$ cat src/rtl/fetch_pkg.sv
// fetch_pkg: shared types and constants for the instruction-fetch stage.
package fetch_pkg;
    typedef enum logic {FETCH, FLUSH} fetch_state_e;
    typedef struct packed {
        logic [31:0] pc;
        logic [31:0] instr;
    } fq_entry_t;
    localparam int INSTR_BYTES = 4;
    localparam logic [31:0] NOP = 32'h0000_0013;
endpackage

$ cat src/rtl/fetch_queue.sv
// fetch_queue: synchronous FIFO with push/pop/clear and occupancy count, async reset.
module fetch_queue #(
    parameter int W = 32,
    parameter int DEPTH = 2,
    localparam int AW = $clog2(DEPTH)
) (
    input  logic          clk,
    input  logic          rst,
    input  logic          clear,
    input  logic          push,
    input  logic          pop,
    input  logic [W-1:0]  din,
    output logic [W-1:0]  dout,
    output logic [AW:0]   count
);
    logic [W-1:0] mem [DEPTH];
    logic [AW-1:0] rd, wr;
    logic full, do_push, do_pop;
    assign full = count == (AW+1)'(DEPTH);
    assign do_pop = pop && count != '0;
    assign do_push = push && (!full || do_pop);
    assign dout = mem[rd];
    always_ff @(posedge clk or posedge rst) begin
        if (rst) begin
            mem <= '{default: '0};
            rd <= '0;
            wr <= '0;
            count <= '0;
        end else if (clear) begin
            rd <= '0;
            wr <= '0;
            count <= '0;
        end else begin
            if (do_push) begin
                mem[wr] <= din;
                wr <= wr + 1'b1;
            end
            if (do_pop) rd <= rd + 1'b1;
            count <= count + (AW+1)'(do_push) - (AW+1)'(do_pop);
        end
    end
    overflow: assert property (@(posedge clk) disable iff (rst) !(push && full && !pop && !clear));
endmodule

$ cat src/rtl/fetch_unit.sv
// fetch_unit: PC, credit-limited in-order imem requests, fetch queue, redirect flush.
// Optional FETCH_PERF_CNT_EN adds saturating delivered/bubble counters.
module fetch_unit
    import fetch_pkg::*;
#(
    parameter int XLEN = 32,
    parameter logic [XLEN-1:0] RESET_PC = '0,
    parameter int FQ_DEPTH = 2
) (
    input  logic            clk,
    input  logic            rst,
    output logic            imem_req_valid,
    input  logic            imem_req_ready,
    output logic [XLEN-1:0] imem_addr,
    input  logic            imem_rsp_valid,
    input  logic [XLEN-1:0] imem_rsp_data,
    input  logic            redirect_valid,
    input  logic [XLEN-1:0] redirect_pc,
    output logic            instr_valid,
    input  logic            instr_ready,
    output logic [XLEN-1:0] instr_out,
    output logic [XLEN-1:0] pc_out
`ifdef FETCH_PERF_CNT_EN
    ,
    output logic [31:0]     perf_delivered,
    output logic [31:0]     perf_bubble
`endif
);
    localparam int CW = $clog2(FQ_DEPTH) + 1;
    fetch_state_e state, state_next;
    logic [XLEN-1:0] pc, tag_pc;
    logic [2*XLEN-1:0] head;
    logic [CW-1:0] outstanding, stale, out_next, stale_next, occ, tag_count;
    logic [CW:0] used;
    logic req_fire, rsp_live, pop;
    assign req_fire = imem_req_valid && imem_req_ready;
    assign rsp_live = imem_rsp_valid && stale == '0;
    assign pop = instr_valid && instr_ready;
    assign out_next = outstanding + CW'(req_fire) - CW'(imem_rsp_valid);
    // A redirect turns everything still in flight after this cycle into stale responses.
    assign stale_next = redirect_valid ? out_next : stale - CW'(imem_rsp_valid && stale != '0);
    assign used = {1'b0, outstanding} + {1'b0, occ};
    assign imem_addr = pc;
    assign instr_valid = occ != '0;
    assign instr_out = head[XLEN-1:0];
    assign pc_out = head[2*XLEN-1:XLEN];
    fetch_queue #(.W(XLEN), .DEPTH(FQ_DEPTH)) u_tag (
        .clk(clk), .rst(rst), .clear(redirect_valid), .push(req_fire), .pop(rsp_live),
        .din(pc), .dout(tag_pc), .count(tag_count)
    );
    fetch_queue #(.W(2*XLEN), .DEPTH(FQ_DEPTH)) u_fq (
        .clk(clk), .rst(rst), .clear(redirect_valid), .push(rsp_live), .pop(pop),
        .din({tag_pc, imem_rsp_data}), .dout(head), .count(occ)
    );
    always_ff @(posedge clk or posedge rst) begin
        if (rst) state <= FETCH;
        else state <= state_next;
    end
    always_comb begin
        state_next = redirect_valid ? (out_next != '0 ? FLUSH : FETCH)
                   : (state == FLUSH && stale_next == '0) ? FETCH : state;
    end
    always_comb begin
        imem_req_valid = !rst && state == FETCH && used < (CW+1)'(FQ_DEPTH);
    end
    always_ff @(posedge clk or posedge rst) begin
        if (rst) begin
            pc <= RESET_PC;
            outstanding <= '0;
            stale <= '0;
        end else begin
            pc <= redirect_valid ? redirect_pc & ~XLEN'(INSTR_BYTES - 1)
                : req_fire ? pc + XLEN'(INSTR_BYTES) : pc;
            outstanding <= out_next;
            stale <= stale_next;
        end
    end
    tag_sync: assert property (@(posedge clk) disable iff (rst) stale != '0 || tag_count == outstanding);
`ifdef FETCH_PERF_CNT_EN
    always_ff @(posedge clk or posedge rst) begin
        if (rst) begin
            perf_delivered <= '0;
            perf_bubble <= '0;
        end else begin
            if (pop && perf_delivered != '1) perf_delivered <= perf_delivered + 1'b1;
            if (!instr_valid && perf_bubble != '1) perf_bubble <= perf_bubble + 1'b1;
        end
    end
`endif
endmodule

$ cat config.mk
export PLATFORM = sky130hd
export DESIGN_NAME = fetch_unit
export DESIGN_NICKNAME = d
export VERILOG_FILES = /design/src/rtl/fetch_pkg.sv /design/src/rtl/fetch_queue.sv /design/src/rtl/fetch_unit.sv
export SDC_FILE = /design/constraint.sdc
export NUM_CORES = 1
export LEC_CHECK = 0
export BUFFER_PORTS_ARGS = -buffer_cell sky130_fd_sc_hd__buf_4
export CAP_MARGIN = 20
export CORE_UTILIZATION = 48
export DETAILED_ROUTE_END_ITERATION = 7
export MAX_ROUTING_LAYER = met4
export PLACE_DENSITY = 0.75
export SLEW_MARGIN = 20
export SYNTH_ARGS = -nofsm -noshare
export SYNTH_HDL_FRONTEND = slang
export SYNTH_SLANG_ARGS = --single-unit
$ cat constraint.sdc
create_clock -name clk -period 20 [get_ports clk]
set_clock_uncertainty 0.15 [all_clocks]
set_input_delay 1 -clock clk [delete_from_list [all_inputs] [get_ports clk]]
set_output_delay 1 -clock clk [all_outputs]
set_load 0.01 [all_outputs]
# After elaboration in Yosys (flattened, before gate mapping)
# Cells that the tools add are included.
# Widths: inputs -> output; s select.
# totals
register_bits,237
in_bits,70
out_inout_bits,98
elab_cells,102
# op_classes
addsub,13
order_cmp,7
n_eq_ne,2
n_mux,28
n_bitwise,6
n_reduce_logical,32
# ops
op,n
$mux 64,4
$mux 32,6
$bwmux 128,1
$bwmux 64,1
$demux 64 s1,1
$add 32x3->32 const B,1
$demux 32 s1,1
$reduce_bool 2->1,10
$logic_and 1x1->1,13
$mux 1,11
$ge 2x2->1 const B,4
$not 1->2,4
$sub 2x1->2,4
$add 2x1->2,3
$mux 2,3
$add 1x1->1 const B,4
$eq 2x2->1 const B,2
$logic_not 2->1,2
$lt 2x1->1 const B,2
$reduce_and 2->1,2
$add 2x2->3,1
$logic_not 1->1,3
$lt 3x2->1 const B,1
$logic_or 1x1->1,2
$not 1->1,2

# Longest topological paths before layout
# Gate-level depths: netlist of the first run.
# depth
ltp_word,11
ltp_mapped,12
mapped_depth_nobuf,11

# By module
# A second synthesis of the first run with hierarchy kept.
# hier_totals
cells_unflattened,802
hier_area_um2,11252.0
# by_module_without_submodules
module,n_inst,cells_each,area_each_um2,seq_area_each_um2
fetch_queue (u_fq),1,364,5973.2,3303.2
fetch_queue (u_tag),1,194,3100.5,1701.6
fetch_unit,1,244,2178.3,875.8

# Worst setup path before layout of the first run
# No wires, ideal clock.
# synth_timing
path_kind,input-to-reg
startpoint,input port rst
endpoint,register state
setup_ns,0.139
arrival_time_ns,2.848
required_ns,19.711
slack_ns,16.863
cell_stages,10
n_path_buf,1
cell_sequence,or4_4 -> buf_6 -> inv_2 -> nand2_1 -> ha_1 -> inv_1 -> ha_1 -> xor2_1 -> xnor2_1 -> a22oi_1
# synth_between
elab_chain_cells,10
elab_cells_between_ends,13
classes_between,2 x add/sub; 3 x mux; 8 x reduce/logical
# synth_lines
element,line,text
start: declaration,fetch_unit.sv:11,"input logic rst,"
$logic_not 1->1 (no line) *,-,
$logic_and 1x1->1 * (2 in series),fetch_unit.sv:64,imem_req_valid = !rst && state == FETCH && used < (CW+1)'(FQ_DEPTH);
named net imem_req_valid,fetch_unit.sv:12,"output logic imem_req_valid,"
$logic_and 1x1->1 *,fetch_unit.sv:36,assign req_fire = imem_req_valid && imem_req_ready;
$add 2x1->2 *,fetch_unit.sv:39,assign out_next = outstanding + CW'(req_fire) - CW'(imem_rsp_valid);
$sub 2x1->2 *,fetch_unit.sv:39,
$mux 2,fetch_unit.sv:41,assign stale_next = redirect_valid ? out_next : stale - CW'(imem_rsp_valid && stale != '0);
$logic_not 2->1,fetch_unit.sv:61,: (state == FLUSH && stale_next == '0) ? FETCH : state;
$logic_and 1x1->1,fetch_unit.sv:61,
$reduce_bool 2->1 (no line),-,
end signal: assignment,fetch_unit.sv:57,else state <= state_next;
end: declaration,fetch_unit.sv:30,"fetch_state_e state, state_next;"
# Mark *: on every way through the listed nets, which the timed path passes. The rest lies on a longest branch.
# A chain may end at the register's enable or synchronous reset.

# Final worst setup path of the first run
# layout_timing
startpoint,register u_fq.count[0]
endpoint,output port imem_req_valid
# layout_between
elab_chain_cells,3
# layout_lines
element,line,text
start: declaration,fetch_queue.sv:14,output logic [AW:0] count
start signal: assignment,fetch_queue.sv:39,count <= count + (AW+1)'(do_push) - (AW+1)'(do_pop);
$add 2x2->3,fetch_unit.sv:42,"assign used = {1'b0, outstanding} + {1'b0, occ};"
$lt 3x2->1,fetch_unit.sv:64,
$logic_and 1x1->1,fetch_unit.sv:64,
end: declaration,fetch_unit.sv:12,
# No other way between the ends.

==> impl.org, run 1 <==
** Route
- Number of vias in the routed layout :: 7034
- Per-cell via count in the routed design :: 5.453
- Wire length per cell after detailed routing :: 17.14 um
- Router iterations before antenna repair :: 5
- For this block, the initial DRC count from the detailed router was 367.
- After detailed routing, the number of remaining DRC violations is 0.
- Antenna viol nets, final :: 0
- Final wirelength :: 22110 um

** Cells and area
- The repair_antennas step left the layout with diodes totalling 0.
- Net count reported at finish :: 1077
- Fraction of layout instances using a drive strength above 1 :: 40.00%
- Once layout is done, the placed cells without fillers occupy 12620 um2.
- Leaving out filler cells and counting taps, the final layout contains 1290.
- For this run, the share of the core covered by cells in the final layout is 59.46%.
- Post-synthesis to final-layout area growth :: 20.58%

** Timing
- Tmin final :: 3.637 ns
- Share of the clock period used by the worst path :: 18.19%
- Setup-violating endpoint count in the final report :: 0
- Setup total negative slack on the finished layout was measured at 0 ns.
- The final count of hold timing violations is 0.
- Measured against its own limit, the worst slew margin works out to 46.36%.
- For this run, the top clock speed supported by timing is 274.9 MHz.
- Across all setup checks in the final design, the least slack found is 16.36 ns.
- Setup repair after global routing missed its margin :: false
- The final count of pins violating max slew came to 0.
- At the pin with the least slew margin, the transition time is 0.8047 ns.

** Setup path
- Setup crit end kind :: primary output
- Along the worst path, the maximum fanout reaches 9.
- For the worst setup path, the data arrival time is 2.49 ns.
- Critical path class :: register to primary output
- The worst setup path is launched from a register.
- Required arrival time at the worst endpoint :: 18.85 ns

** Global routing
- Maximum number of pins on one net before global-route repair :: 122
- GRT met3 Usage :: 3.232%
- The initial antenna violation count was 0.
- Overall global routing resource usage :: 20.82%
- Number of global-route vias before repair :: 6974
- After global routing the overflow that remains totals 0.
- Global routing met2 resource utilization :: 31.50%
- Busiest layer in global routing :: met2
- Global-route wire length before repair :: 36270 um
- In the global route stage, met1 resource usage came out at 29.36%.

** Placed design
- Routability-driven placement finished with a final weighted congestion of 0.8390.
- Area after DPL :: 11840 um2
- Worst slack, placed :: 16.36 ns
- In this run the tool buffered the top-level ports with 161 buffer cells.
- HPWL after detailed placement :: 14540 um
- Cell total after placement :: 1247

** Floorplan
- The die covers 22390 um2.
- Die width :: 149.6 um
- The die is 149.6 um tall.
- After floorplanning, the core was sized to cover 21220 um2.
- Starting Density :: 49.31%
- In this run the count of I/O pins placed on the die edge is 168.
- Number of standard-cell rows in the floorplan :: 53

** Yosys
- Cell Area, Synth :: 10460 um2
- Count of flip-flops with a built-in enable after synthesis :: 0
- The Yosys step of the flow raised 0 warnings.
- In this run, synthesis produced a sequential element count of 227.
- Of all flip-flops after synthesis, the portion carrying an async set or reset was 100.0%.
- By instance count, the leading cell after synthesis is dfrtp_1.
- The biggest area contributor in the post-synthesis netlist is dfrtp_1.
- Seq/Total Area, Yosys :: 54.29%
- Most instantiated flip-flop cell in the synthesis netlist :: dfrtp_1
- Largest cells by area after synthesis :: dfrtp_1 54%, mux2_2 17%, mux2_4 4.3%
- After synthesis, the netlist uses 54 different library cells.
- Average cell area after synthesis :: 12.24 um2
- The share of synthesized area in the top cell type comes to 54.29%.
- Most common library cells after synthesis :: 227 x dfrtp_1, 155 x mux2_2, 93 x nor2_1, 62 x a21oi_1, 31 x mux2i_1
- Cells after Synth :: 855

** Clock network
- In this run, CTS created clock tree buffers numbering 24.
- After clock tree synthesis, the clock-pin slew on the worst setup and hold paths is 0.06 ns.
- Count of hold-fix buffers inserted at cts :: 0
- Post-cts sizing count :: 0
- Number of H-tree levels :: 1
- Post-CTS timing repair inserted 0 buffers for setup.
- Number of clock sinks :: 227
- Worst-skew pair later-pin latency :: 0.51 ns
- Maximum number of buffers from clock root to sink :: 3
- Clk Tree Root Cell :: clkbuf_16
- TritonCTS built the clock tree.

** Power
- Leak :: 5.864 nW
- VDD sags by at most 54.75 uV.
- Total power per unit cell area :: 141.4 nW/um2

** Hold path
- The min-delay analysis places its worst path in the category register to register.

** Job
- Max-cap violations in this run came to 0.

** Status
- The run finished with clean final reports.
==> layout by cell type, fill, tap and decap left out, types with 14 or more instances in the layout <==
cell type  Yosys  routed
a21oi_1       62      62
a31oi_1       14      14
buf_4          7     171
clkbuf_16      0      25
dfrtp_1      227     226
inv_1         15      14
mux2_2       155     155
mux2_4        30      30
mux2i_1       31      31
nand2_1       29      29
nand3_1       18      18
nor2_1        93      93
==> per-stage QoR <==
| step | hold slack (ns) | power, mW |
|---|---|---|
| floorplan | 0.3074 | 1.117 |
| global placement | 0.3175 | 1.343 |
| detailed placement | 0.3313 | 1.363 |
| CTS | 0.3415 | 1.807 |
| global route | 0.3621 | 1.902 |
| finish | 0.3431 | 1.785 |
==> registers in the layout (all words and copies together), names as in the netlist <==
signal	flops
u_fq.rd	1
outstanding	2
state	1
u_fq.count	2
u_fq.mem	124
u_fq.wr	1
stale	2
u_tag.rd	1
u_tag.count	2
u_tag.wr	1
imem_addr	30
u_tag.mem	60
==> worst paths after layout <==
| kind | depth (start not counted) | from | slack, ns | to |
|---|---|---|---|---|
| min | 1 | u_tag.mem[48] | 0.34 | u_tag.mem[48] |
| max reg2reg | 6 | u_fq.count[0] | 16.56 | u_tag.mem[20] |
| max in group asynchronous | 4 | rst | 17.30 | u_fq.mem[65] |
| min in group asynchronous | 2 | rst | 0.50 | imem_addr[12] |
| max | 5 | u_fq.count[0] | 16.36 | imem_req_valid |
| min reg2reg | 1 | u_tag.mem[48] | 0.34 | u_tag.mem[48] |
==> kinds of logic after synthesis <==
logic type / Yosys count / synth area share (%)
xor+xnor: 19 / 1.590
mux: 217 / 24.06
other cells: 1 / 0.03584
compound gates: 111 / 6.134
flops: 227 / 54.29
fa+ha+maj: 9 / 1.148
simple gates: 198 / 9.423
buf+inv: 73 / 3.324
==> layout make-up <==
class	count	area [um2]
clock buffer	35	703.2
timing repair buffer	171	1284
inverter	16	67.56
multi-input combinational	558	4466
tap	275	344.1
fill	1744	8603
sequential	227	5682
clock inverter	8	71.32
==> per-layer routing <==
metal	vias up	part of all wire, %
met5	-	0
met4	0	1.6
met3	30	6.1
met2	214	45
met1	3467	47
li1	3323	-
==> power by group <==
| part | switching (mW) | internal [mW] |
|---|---|---|
| logic | 0.267 | 0.347 |
| clock network | 0.177 | 0.257 |
| registers | 0.102 | 0.634 |
| total | 0.546 | 1.24 |
==> critical path, stage by stage, from the launching register on <==
cell,delay (ns)
dfrtp_1,0.40
and2_1,0.16
fa_1,0.44
or4_4,0.60
inv_2,0.21
buf_4,0.16
(Power assumes the default switching activity.)
==> inputs of run 2 (changes only) <==
Settings changed: ABC_AREA from default to 1.
Clock period 20 ns to 3.4 ns, I/O delays scaled along.
==> impl.org, run 2 <==
** Status
- Status: complete, but fails checks (was finished clean).
- The checks that failed: DRC.

** Timing
- Setup-violating endpoint count in the final report :: 0 (unchanged)
- In the finished design, the share of the clock period the worst path needs comes to 75.09%.
- The actual slew at the worst max-slew pin is 1.058 ns (was 0.8047 ns).
- Setup repair after global routing missed its margin :: false (unchanged)
- The worst slack on hold paths was 0.05542 ns (was 0.3431 ns).
- Achievable clock frequency :: 391.7 MHz
- The final count of hold timing violations was 0 (unchanged).
- Max-slew violation total from the final report :: 0 (unchanged)
- Final TNS setup :: 0 ns (unchanged)
- The worst-case headroom to the max-slew limit came to 29.36% (was 46.36%).
- Smallest setup slack after layout :: 0.8468 ns (was 16.36 ns)
- Subtracting the final worst setup slack from the clock period gives 2.553 ns.

** Cells and area
- The leading cell type in the layout, fill and taps excluded is nand2_1 (was dfrtp_1).
- Post-synthesis to final-layout area growth :: 26.90% (was 20.58%)
- The register containing the most flip-flops in the final layout is u_fq.mem (unchanged).
- Most frequent cells in the layout: 614 x nand2_1, 226 x dfrtp_1, 172 x o21ai_0 (was 226 x dfrtp_1, 171 x buf_4, 155 x mux2_2).
- The flip-flop count of the largest register, all copies and words added was 124 (unchanged).
- Net count reported at finish :: 1693 (was 1077)
- The share of layout cells above drive strength 1 was 14.36% (was 40.00%).
- The final standard cell utilization of the core was 62.34% (was 59.46%).
- Sequential cell area :: 5682 um2 (unchanged)
- The multi-input gate area in the final layout was 4228 um2 (was 4466 um2).
- Post-Layout Cell Count :: 1910 (was 1290)
- Filler Cell Count :: 1850 (was 1744)
- The antenna cell count came to 0 (unchanged).

** Setup path
- The worst reg2reg path endpoint is state (was u_tag.mem[20]).
- The slowest cell on the critical path was fa_1 (was or4_4).
- The critical path class was register to register (was register to primary output).
- The largest fanout on the critical path was 4 (was 9).
- The number of cells on the worst reg-to-reg path was 16 (was 6).
- Worst-path cell chain :: nand2_1 -> inv_1 -> fa_1 -> inv_1 -> nand4_2 -> ha_1 -> inv_1 -> ha_1 -> inv_1 -> nand2_1 -> nand2_1 -> nand2_1 -> nand2_1 -> inv_1 -> o21ai_0 -> nand2_1 (was and2_1 -> fa_1 -> or4_4 -> inv_2 -> buf_4)
- Worst-case register-to-register setup slack :: 0.85 ns (was 16.56 ns)
- The largest incremental delay on the critical path came to 0.43 ns (was 0.60 ns).
- Buffers and inverters on the worst path :: 5 (was 2)
- The critical path startpoint category was a register (unchanged).
- Launch point of the worst reg-to-reg path :: u_fq.count[0] (unchanged)
- The worst path required time came to 3.64 ns (was 18.85 ns).
- Counting stages on the worst path, the most repeated cell is nand2_1.
- The category of the worst setup path capture point is a register (was primary output).
- Cell type group with the largest total delay on the critical path :: adder cells (was simple AND/OR/NAND/NOR gates)
- The arrival time reported for the critical path endpoint is 2.79 ns (was 2.49 ns).

** Hold path
- The hold-critical path depth came to 6 (was 1).
- The worst-case hold path end point is u_tag.wr (was u_tag.mem[48]).
- The critical hold path startpoint is imem_req_ready (was u_tag.mem[48]).
- Class of the tightest hold or removal check :: primary input to register (was register to register)

** Global routing
- The overflow left after global routing is 0 (unchanged).
- The number of global-route vias before repair came to 8979 (was 6974).
- Number of antenna violations at the first check in global routing :: 0 (unchanged)
- The largest net degree at the start of global routing was 156 (was 122).
- Global-route wire length before repair :: 43400 um (was 36270 um)
- Overall global routing resource usage :: 23.25% (was 20.82%)

** Yosys
- The leading register cell type out of synthesis was dfrtp_1 (unchanged).
- Most common library cells after synthesis :: 614 x nand2_1, 227 x dfrtp_1, 172 x o21ai_0, 138 x inv_1, 58 x nand3_1 (was 227 x dfrtp_1, 155 x mux2_2, 93 x nor2_1, 62 x a21oi_1, 31 x mux2i_1)
- The count of flip-flops with a built-in enable after synthesis was 0 (unchanged).
- Netlist cell types :: 35 (was 54)
- Cell Area, Synth :: 10790 um2 (was 10460 um2)
- Seq/Total Area, Yosys :: 52.66% (was 54.29%)
- Count of warnings emitted by yosys :: 0 (unchanged)
- Cells after Synth :: 1412 (was 855)
- The average cell area after synthesis was 7.639 um2 (was 12.24 um2).
- Synth Register Bits :: 227 (unchanged)
- Largest cells by area after synthesis :: dfrtp_1 53%, nand2_1 21%, o21ai_0 8.0% (was dfrtp_1 54%, mux2_2 17%, mux2_4 4.3%)
- The most common cell in the synthesized netlist is nand2_1 (was dfrtp_1).
- The share of the synthesized area in the top cell type came to 52.66% (was 54.29%).
- The most area-hungry cell type in the Yosys netlist is dfrtp_1 (unchanged).
- The fraction of synthesis flops using an asynchronous set or reset pin came to 100.0% (unchanged).

** Floorplan
- Chip Height :: 151.9 um (was 149.6 um)
- The overall die area came to 23080 um2 (was 22390 um2).
- The width of the chip is 151.9 um (was 149.6 um).
- Top-Level Pins :: 168 (unchanged)
- Number of standard-cell rows in the floorplan :: 54 (was 53)
- Starting Density :: 49.12% (was 49.31%)
- Core Area :: 21960 um2 (was 21220 um2)

** Placed design
- Routability-driven placement congestion ratio :: 0.8907 (was 0.8390)
- Worst slack, placed :: 0.8459 ns (was 16.36 ns)
- The placed wire-length estimate after detailed placement came to 16090 um (was 14540 um).
- Buffers on Ports :: 161 (unchanged)
- Cell total after placement :: 1797 (was 1247)

** Clock network
- Number of clock sinks :: 227 (unchanged)
- The count of H-tree levels built during CTS was 1 (unchanged).
- The clock latency on the worst-skew pair was 0.51 ns (about the same).
- The deepest clock path buffer count was 3 (unchanged).
- Clk Tree Root Cell :: clkbuf_16 (unchanged)
- Clock-pin transition on the worst setup and hold timing paths :: 0.06 ns (about the same)
- The CTS buffer count was 25 (was 24).
- TritonCTS clock tree :: yes (unchanged)
- The count of instances resized after the clock tree is built is 0 (unchanged).

** Route
- The mean routed wirelength per cell was 13.34 um (was 17.14 um).
- The number of DRC violations after detailed-routing iteration 0 came to 883 (was 367).
- Per-cell via count in the routed design :: 5.012 (was 5.453)
- Router iterations before antenna repair :: 7 (was 5)
- Number of vias in the routed layout :: 9572 (was 7034)
- The post-route DRC violation count came to 30 (was 0).
- The number of nets with antenna violations after routing is 0 (unchanged).
- Final wirelength :: 25490 um (was 22110 um)

** Job
- The number of max-capacitance violations reported is 0 (unchanged).

** Power
- The power density of the placed cells was 744.3 nW/um2 (was 141.4 nW/um2).
- Maximum ir drop on the vdd rail :: 392.9 uV (was 54.75 uV)
- The leakage power total is 7.096 nW (was 5.864 nW).
-- run 2: cell count changes after synthesis, sizes merged, moves of 31 or more --
cell	change
a21oi	-59
nor2	-48
inv	+127
nand2	+587
nand3	+42
mux2i	-31
mux2	-186
o21ai	+201
-- run 2: how the worst max path moves through the flow --
stage | from | end | slack (ns) | cells past startpoint
after CTS | u_fq.count[0] | state | 0.83 | 16
final | u_fq.count[0] | state | 0.85 | 16
after global placement | u_fq.count[0] | state | 0.86 | 16
after global routing | u_fq.count[0] | state | 0.58 | 16
after detailed placement | u_fq.count[0] | state | 0.85 | 16
after floorplan | rst | imem_addr[10] | 0.11 | 1
-- run 2: tightest hold or removal path, stage by stage --
cell	delay [ns]
buf_4	0.11
nand4_2	0.13
inv_1	0.07
nand2_1	0.07
nand3_1	0.06
nand2_1	0.06
-- run 2: area by class of cell --
type / instances / share of cell area [%]
Tap cell: 280 / 2.559
Inverter: 144 / 3.976
Clock inverter: 12 / 1.252
Sequential cell: 227 / 41.51
Multi-Input combinational cell: 973 / 30.89
Timing Repair Buffer: 243 / 14.86
Clock buffer: 31 / 4.954
-- run 2: layer usage --
layer  track usage (%)  wire length (um)  vias up
met3             2.767              1460       34
met1             32.81             12040     4455
li1                  -                 -     4791
met4             5.394               410        0
met2             36.07             11580      292
met5                 -                 0        -
-- run 2: kinds of logic after synthesis --
kind of cell             after synthesis  synth area share [%]
other                                  1               0.03477
adder cells (fa/ha/maj)                9                 1.114
buffers and inverters                215                 8.247
AO/OA/AOI/OAI                        226                 10.71
XOR/XNOR                               6                0.4873
AND/OR/NAND/NOR                      728                 26.75
flip-flops                           227                 52.66
-- run 2: through the flow --
stage          instance area (um2)  power [mW]
6_report                     13690       10.19
2_1_floorplan                10800       6.102
3_3_place_gp                 12130       7.251
5_1_grt                      13690       10.93
4_1_cts                      13670       10.25
3_5_place_dp                 12130       7.379
-- run 2: timing repair --
| action | CTS | global route |
|---|---|---|
| hold endpoints to repair | 330 | 0 |
| hold buffers | 69 | 0 |
| buffers inserted | 0 | 0 |
-- run 2: power by group --
group / switching (mW) / internal (mW)
sequential: 0.544 / 3.66
clock: 1.05 / 1.71
combinational: 1.85 / 1.37
total: 3.44 / 6.75
